--- src/rtl/ram_dp_clr.sv ---
// Dual-port (1W/1R) register-file RAM with a self-clearing sweep.
// After reset or a clr request, every word is zeroed, one word per clock. The RAM then serves reads and writes.
module ram_dp_clr #(
    parameter int WIDTH = 16,
    parameter int AW    = 3
) (
    input  logic             clk,
    input  logic             rst,
    input  logic             clr,
    input  logic             w,
    input  logic [AW-1:0]    waddr,
    input  logic [WIDTH-1:0] d,
    input  logic             r,
    input  logic [AW-1:0]    raddr,
    output logic [WIDTH-1:0] o,
    output logic             valid,
    output logic             busy,
    output logic             err
);
    localparam int DEPTH = 2 ** AW;

    typedef enum logic {
        CLEAR = 1'b0,
        READY = 1'b1
    } state_t;

    state_t           state_q, state_d;
    logic [AW-1:0]    ptr_q, ptr_d;
    logic [WIDTH-1:0] o_q, o_d;
    logic             valid_q, valid_d;
    logic             err_q, err_d;

    logic [WIDTH-1:0] mem [DEPTH];
    logic             mem_we;
    logic [AW-1:0]    mem_wa;
    logic [WIDTH-1:0] mem_wd;

    always_comb begin
        state_d = state_q;
        ptr_d   = ptr_q;
        o_d     = o_q;
        valid_d = 1'b0;
        err_d   = 1'b0;
        mem_we  = 1'b0;
        mem_wa  = waddr;
        mem_wd  = d;
        case (state_q)
            CLEAR: begin
                // The sweep owns the write port; user requests are only flagged.
                mem_we = 1'b1;
                mem_wa = ptr_q;
                mem_wd = '0;
                err_d  = r | w;
                ptr_d  = ptr_q + AW'(1);
                if (ptr_q == {AW{1'b1}}) begin
                    state_d = READY;
                    ptr_d   = '0;
                end
            end
            READY: begin
                mem_we = w & ~clr;
                if (r) begin
                    valid_d = 1'b1;
                    // Write-first: a same-address write in this cycle is forwarded.
                    o_d     = (mem_we && (waddr == raddr)) ? d : mem[raddr];
                end
                if (clr) begin
                    state_d = CLEAR;
                    ptr_d   = '0;
                end
            end
            default: begin
                state_d = CLEAR;
                ptr_d   = '0;
            end
        endcase
    end

    always_ff @(posedge clk or posedge rst) begin
        if (rst) begin
            state_q <= CLEAR;
            ptr_q   <= '0;
            o_q     <= '0;
            valid_q <= 1'b0;
            err_q   <= 1'b0;
        end else begin
            state_q <= state_d;
            ptr_q   <= ptr_d;
            o_q     <= o_d;
            valid_q <= valid_d;
            err_q   <= err_d;
        end
    end

    // Array has no reset of its own; only the sweep zeroes it.
    always_ff @(posedge clk) begin
        if (mem_we) begin
            mem[mem_wa] <= mem_wd;
        end
    end

    assign o     = o_q;
    assign valid = valid_q;
    assign err   = err_q;
    assign busy  = (state_q == CLEAR);
endmodule
--- config.mk ---
export PLATFORM = sky130hd
export DESIGN_NAME = ram_dp_clr
export DESIGN_NICKNAME = d
export VERILOG_FILES = /design/src/rtl/ram_dp_clr.sv
export SDC_FILE = /design/constraint.sdc
export NUM_CORES = 1
export LEC_CHECK = 0
export CAP_MARGIN = 0
export CORE_UTILIZATION = 55
export DETAILED_ROUTE_END_ITERATION = 6
export PLACE_DENSITY = 0.76
export SETUP_SLACK_MARGIN = 0.3
export SKIP_LAST_GASP = 1
export SLEW_MARGIN = 20
export SYNTH_ARGS = -nofsm -noshare
export SYNTH_HDL_FRONTEND = slang
export SYNTH_SLANG_ARGS = --single-unit
--- constraint.sdc ---
create_clock -name clk -period 4.74 [get_ports clk]
set_input_delay 0.948 -clock clk [delete_from_list [all_inputs] [get_ports clk]]
set_output_delay 0.948 -clock clk [all_outputs]
set_load 0.01 [all_outputs]
# ---- Word level (Yosys, flattened, before mapping)
# Memory sizes are Yosys's and may differ from the RTL's. A register that Yosys moved wholly into a read port is not among the register bits.
# Cells that the tools add are included.
dict set report totals {
  register_bits 6
  latchBits 0
  mem_bits_rw 128
  rom_bits 0
  input_bits 27
  output_inout_bits 19
  word_cells 27
  mem_count 1
}
dict set report classes {
  n_addsub 1
  multipliers 0
  div 0
  order_cmp 0
  eq_ne 2
  shift 0
  n_mux 14
  bitwise 4
  n_reduce_logical 1
}
# name depth word_bits rd rd_ports_with_merged_regs write_ports line_no
set mem_list {}
lappend mem_list {mem 8 16 1 1 1 33} ;# logic [WIDTH-1:0] mem [DEPTH];
# cell count
set op_table {}
lappend op_table {{$mux 16} 1}
lappend op_table {{$mux 3} 3}
lappend op_table {{$mux 1} 7}
lappend op_table {{$pmux 3 s2} 1}
lappend op_table {{$pmux 1 s2} 2}
lappend op_table {{$add 3x1->3 const B} 1}
lappend op_table {{$eq 3x3->1 const B} 1}
lappend op_table {{$ne 2x2->1 const B} 1}
lappend op_table {{$not 1->1} 2}
lappend op_table {{$reduce_and 2->1} 1}
lappend op_table {{$and 1x1->1} 1}
lappend op_table {{$or 1x1->1} 1}

# ---- Logic depth before layout (Yosys ltp)
# Gate-level depths: netlist of the first run.
dict set report depth {
  depth_word 5
  mapped_depth 7
  depth_no_buf 4
}

# ---- Worst setup path before layout of the first run
# No wires, ideal clock.
dict set report synth_path {
  kind {input -> register}
  startpoint {input waddr[1]}
  endpoint {memory mem[4][0] (enable)}
  arrival_time_ps 2243
  setup_slack_ps 2109
  path_stages 3
  cell_sequence {mux2i_1 or2b_2 nor2_1}
}
dict set report synth_between {
  elab_chain_len 1
}
# element line_no
set synth_rtl {}
lappend synth_rtl {{from (decl)} 11} ;# input logic [AW-1:0] waddr,
lappend synth_rtl {{$mux 3} 47} ;# case (state_q)
lappend synth_rtl {{to (decl)} 33}
# Every way passes these cells.

# ---- Worst setup path in the final report of the first run
dict set report layout_path {
  startpoint {register state_q}
  endpoint {output busy}
}
dict set report layout_between {
  elab_chain_len 1
}
# element line_no
set layout_rtl {}
lappend layout_rtl {{from (decl)} 27} ;# state_t state_q, state_d;
lappend layout_rtl {{from (signal assigned)} 87} ;# state_q <= state_d;
lappend layout_rtl {{$not 1->1} n/a}
lappend layout_rtl {{to (decl)} 17} ;# output logic busy,
# Every way passes these cells.

==> reports/results.ini, run 1 <==
[outcome]
status=completed

[sta]
relSlewSlack=0.324
rsz0062_at_grt=no
fin_crit_sh=0.637
tns_ns=0
hold_viol_final=0
setup-violations-final=0
fin_ws_ns=1.72
max_freq_mhz=331
tightest_slew_ns=1.01
clock_skew_ns=0.00682
post-route-min-period_ns=3.02
slew_violations=0

[synthesis]
synth_top_area_cell=edfxtp_1
synth_area_leaders=edfxtp_1 64%, mux4_2 12%, dfrtp_1 9.1%, nor2_1 2.9%, mux2i_1 2.7%
ys_ff_latch=150
synth_edf_count=128
mappedNetlistArea_mm2=0.00604
yosysWarnings=0
async_reset_ff_frac=0.147
yosysTopAreaCellShare=0.636
synth_ff_type=edfxtp_1
netlist_instances=321
syn_area_per_cell_um2=18.8
syn_nets=350
netlist-cell-type-count=33
ys_seq_area_frac=0.727

[clock_tree]
cts.sinks=150
post_cts_buffers=0
numCtsBuffers=17
cts_tree=built
postCtsHoldBufs=0
worst_skew_pair.late_latency_ns=0.52
path_clk_slew_ns=0.06
cts.repair.resized=0
cts_buffer_depth=2
h-tree-depth=4
cts-root-buf=clkbuf_8

[power_and_ir_drop]
ir_drop_v=0.000304
p_int_mw=3.23
power.share.clock=0.303
power_density_mw_per_mm2=615
p_comb_frac=0.236
switching_share=0.275
p_switching_mw=1.23
p_seq_frac=0.461
leakage_nw=2.61
p_total_mw=4.46

[place]
dp_slack_ns=1.46
dp_hpwl_um=7010
place_congestion=0.753
numPortBuffers=45

[min_path]
min_delay_path_depth=2
hp-class=reg2reg

[routing]
dr.pass1.iters=5
drt-initial-drc-count=271
routed_wl_um=12300
vias_per_cell=6.02
vias=3196
wl_per_cell_um=23.2
drc=0
ant_nets=0

[grt]
grt_pass1_wl_um=19000
grt_start_max_net_pins=33
antenna_found_initial=0
first_global_vias=3384
grt_use_total=0.240
globalRoute.totalOverflow=0

[floorplan]
die_h_um=107
initial_core_util=0.575
num_rows=37
pin_count=46
chipWidth_um=107
core-area_mm2=0.0105
fp.dieArea_mm2=0.0114

[worst_setup_path]
cp-start-kind=flop
max_stage_delay_ns=0.60
path_max_fanout=21
end_kind=output pin
crit_type=reg2out
crit_slowest_cell=clkdlybuf4s50_1
cp.required_ns=3.79
worstSetupPathDepth=3
crit_family=buffers and inverters
cp_num_buf_inv=3
reg2reg_setup_slack_ns=2.01
path_cells=inv_1, buf_4, clkdlybuf4s50_1
cp.arrival_ns=2.07
reg2reg_depth=4

[run]
drv_cap=0

[final_layout]
layout.nets=411
antenna_cells=0
drive_above_1_share=0.233
fillCellCount=634
area_growth_pct=20.1

-- path summary, 6_finish.rpt --
path                                 startpoint                   end
max                           state_q$_DFF_PP0_                  busy
min                        ptr_q[1]$_DFFE_PP0P_  ptr_q[1]$_DFFE_PP0P_
max reg2reg                   state_q$_DFF_PP0_      o[8]$_DFFE_PP0P_
min reg2reg                ptr_q[1]$_DFFE_PP0P_  ptr_q[1]$_DFFE_PP0P_
max in group asynchronous                   rst      o[5]$_DFFE_PP0P_
min in group asynchronous                   rst     o[10]$_DFFE_PP0P_
-- routing by layer --
metal	track usage	share of wire	routed length (µm)	vias to the layer above
li1	-	-	-	1379
met1	0.294	0.39	4830	1650
met2	0.397	0.52	6370	140
met3	0.0614	0.062	767	27
met4	0.123	0.027	333	0
met5	0	0	0	-
-- synth_stat cells, types with 2 or more instances --
cell / number
a21oi_1: 2
a221oi_1: 5
a221oi_2: 10
buf_2: 4
buf_6: 3
clkbuf_1: 7
dfrtp_1: 22
edfxtp_1: 128
ha_1: 2
inv_1: 18
mux2_2: 2
mux2i_1: 16
mux4_2: 32
nand2_1: 4
nor2_1: 47
xor2_1: 2
-- cells by family after synthesis --
kind of cell | share of synthesized area
mux | 0.153
simple gates | 0.0379
flops | 0.727
buf+inv | 0.0302
xor+xnor | 0.00559
compound gates | 0.0418
fa+ha+maj | 0.00414
-- cell type report --
class / count / area [µm²] / area share
Clock buffer: 22 / 443 / 0.0610
Timing Repair Buffer: 59 / 551 / 0.0759
Inverter: 19 / 71.3 / 0.00983
Tap cell: 136 / 170 / 0.0235
Sequential cell: 150 / 4390 / 0.606
Clock inverter: 10 / 154 / 0.0212
Multi-Input combinational cell: 135 / 1470 / 0.203
-- sequential cells by signal, indices dropped and copies added (netlist names) --
name	count
mem	128
valid	1
o	16
state_q	1
err	1
ptr_q	3
-- worst register-to-register path, cell delays in order, from the launching register on --
cell      delay [ns]
dfrtp_1         0.60
mux2i_1         0.46
xor2_1          0.30
and4_1          0.92
a221oi_1        0.27
-- layout by cell type, fill, tap and decap left out, types with 4 or more instances in the layout --
cell	n
dfrtp_1	22
clkbuf_1	4
buf_4	14
clkbuf_16	16
edfxtp_1	128
nor2_1	47
mux4_2	32
mux2i_1	16
bufinv_16	4
nand2_1	4
clkdlybuf4s50_1	44
inv_1	18
a221oi_2	10
a221oi_1	5
clkinv_2	5
-- stage by stage --
| step | hold WS, ns | cell area (µm²) | instances | util |
|---|---|---|---|---|
| after floorplan | 0.515 | 6040 | 321 | - |
| after global placement | 0.539 | 6660 | 499 | 0.634 |
| after detailed placement | 0.557 | 6660 | 499 | 0.634 |
| after CTS | 0.564 | 7260 | 531 | 0.690 |
| after global routing | 0.571 | 7260 | 531 | 0.690 |
| final | 0.558 | 7260 | 531 | 0.690 |
-- power by group through the flow --
stage	clock [mW]	sequential, mW	combinational, mW
floorplan	0	2.06	0.583
CTS	1.37	2.06	1.06
global placement	0	2.06	1.02
detailed placement	0	2.08	1.05
finish	1.35	2.06	1.06
global route	1.42	2.09	1.13
Power figures use the tool's default switching activity.
==> inputs of run 2 (changes only) <==
CORE_UTILIZATION = 52   (was 55)
PLACE_DENSITY = 0.75   (was 0.76)
clock period = 2.5 ns   (was 4.74 ns; I/O delays follow)
==> reports/results.ini, run 2 (synthesized netlist as in run 1, its figures left out) <==
[outcome]
status=completed

[place]
dp_hpwl_um=7560  ; +7.9%
dp.cells=516  ; +3.4%
numPortBuffers=45  ; unchanged
dp_slack_ns=0.171  ; -1.29 ns
postPlaceCellArea_mm2=0.00682  ; +2.4%
place_congestion=0.744  ; -1.1%

[grt]
globalRoute.totalOverflow=0  ; unchanged
busiest_layer=met2
first_global_vias=3400  ; +0.47%
grt.met2_usage=0.374  ; -0.0231
antenna_found_initial=0  ; unchanged
grt_use_met1=0.285  ; -0.00856
grt_start_max_net_pins=27  ; -18%
grt_use_total=0.228  ; -0.0121
grt_pass1_wl_um=18800  ; -0.98%
met3_usage=0.0486  ; -0.0128

[clock_tree]
cts_buffer_depth=2  ; unchanged
cts-root-buf=clkbuf_16
cts.sinks=150  ; unchanged
worst_skew_pair.late_latency_ns=0.41  ; -0.11 ns
numCtsBuffers=17  ; unchanged
h-tree-depth=4  ; unchanged
path_clk_slew_ns=0.06  ; about the same
cts_tree=built

[sta]
rsz0062_at_grt=no
fin_crit_sh=0.821
slew_violations=0  ; unchanged
post-route-min-period_ns=2.05
tightest_slew_ns=0.562  ; -0.452 ns
fin_ws_ns=0.447  ; -1.28 ns
clock_skew_ns=0.00555  ; -0.00127 ns
relSlewSlack=0.624  ; +0.300
tns_ns=0  ; unchanged
whs_ns=0.444  ; -0.114 ns
setup-violations-final=0  ; unchanged
max_freq_mhz=487
hold_viol_final=0  ; unchanged

[power_and_ir_drop]
leakage_nw=2.68  ; +2.9%
p_int_mw=6.24  ; +93%
power_density_mw_per_mm2=1150  ; +87%
p_comb_frac=0.250  ; +0.014
p_seq_frac=0.452  ; -0.009
p_total_mw=8.58  ; +92%
switching_share=0.273  ; -0.00272
p_switching_mw=2.34  ; +90%
power.share.clock=0.298  ; -0.005
ir_drop_v=0.000747  ; +150%

[final_layout]
antenna_cells=0  ; unchanged
fillCellCount=744  ; +17%
fin_area_mm2=0.00743  ; +2.4%
area_growth_pct=23.0
layout_commonest_cell=edfxtp_1
layout.nets=422  ; +2.7%
fin_util=0.654  ; -0.0366
drive_above_1_share=0.254  ; +0.0208
finalNonFillerCells=549  ; +3.4%
top_register=mem
largest_register_ffs=128  ; unchanged
layout_common_cells=128 x edfxtp_1, 47 x nor2_1, 43 x clkdlybuf4s50_1

[min_path]
hp-class=in2async

[routing]
ant_nets=0  ; unchanged
vias_per_cell=5.95  ; -1.2%
drc=0  ; unchanged
drt-initial-drc-count=335  ; +24%
dr.pass1.iters=4  ; -1
wl_per_cell_um=22.9  ; -1.2%
routed_wl_um=12600  ; +2.1%
vias=3266  ; +2.2%

[worst_setup_path]
end_kind=flop
path_max_fanout=15  ; -29%
cp.required_ns=2.79  ; -1.00 ns
cp-startpoint=state_q$_DFF_PP0_
cp-start-kind=flop
crit_type=reg2reg
cp.arrival_ns=2.34  ; +0.27 ns
r2r-start=state_q$_DFF_PP0_

[floorplan]
fp.dieArea_mm2=0.0121  ; +5.7%
pin_count=46  ; unchanged
core-area_mm2=0.0114  ; +8.2%
chipWidth_um=110  ; +2.8%
initial_core_util=0.532  ; -0.0435
die_h_um=110  ; +2.8%
num_rows=39  ; +5.4%

[run]
drv_cap=0  ; unchanged

-- run 2: cell types whose count changed in the layout (fill, tap and decap cells not counted), sizes merged --
cell / before / now
clkdlybuf4s50: 44 / 43
clkinvlp: 0 / 2
clkbuf: 22 / 23
clkinv: 7 / 5
bufinv: 4 / 3
buf: 15 / 26
dlymetal6s2s: 0 / 1
-- run 2: critical path, cell delays in order (launching register included) --
cell and delay, ns:
dfrtp_1 0.35, buf_4 0.14, mux2i_1 0.43, xor2_1 0.28, a31oi_2 0.12, buf_4 0.24, a221oi_1 0.36
-- run 2: area by class of cell --
| class | instances | area (µm²) | share of cell area |
|---|---|---|---|
| clock inverter | 9 | 124 | 0.0167 |
| multi-input combinational | 135 | 1470 | 0.198 |
| clock buffer | 23 | 478 | 0.0643 |
| sequential | 150 | 4390 | 0.591 |
| inverter | 19 | 75.1 | 0.0101 |
| tap | 143 | 179 | 0.0241 |
| timing repair buffer | 70 | 711 | 0.0956 |
-- run 2: path summary, 6_finish.rpt --
path | end | slack, ns | cells past startpoint
max | o[7]$_DFFE_PP0P_ | 0.45 | 6
min | o[3]$_DFFE_PP0P_ | 0.44 | 3
max reg2reg | o[7]$_DFFE_PP0P_ | 0.45 | 6
min reg2reg | ptr_q[1]$_DFFE_PP0P_ | 0.56 | 2
max in group asynchronous | o[2]$_DFFE_PP0P_ | 1.80 | 3
min in group clk | ptr_q[1]$_DFFE_PP0P_ | 0.56 | 2
-- run 2: layer usage --
metal | vias up | wire (µm)
li1 | 1402 | -
met1 | 1706 | 4790
met2 | 122 | 6610
met3 | 36 | 705
met4 | 0 | 458
met5 | - | 0
-- run 2: repair_timing --
action,4_1_cts,5_1_grt
hold buffers,0,0
buffers inserted,1,0
endpoints found under the setup margin,1,1
resized for setup,1,1
-- run 2: power groups by stage --
| stage | registers [mW] | logic, mW | clock network, mW |
|---|---|---|---|
| after floorplan | 3.91 | 1.11 | 0 |
| after global placement | 3.89 | 2.03 | 0 |
| after detailed placement | 3.92 | 2.10 | 0 |
| after CTS | 3.88 | 2.16 | 2.59 |
| after global routing | 3.94 | 2.29 | 2.70 |
| final | 3.88 | 2.14 | 2.55 |
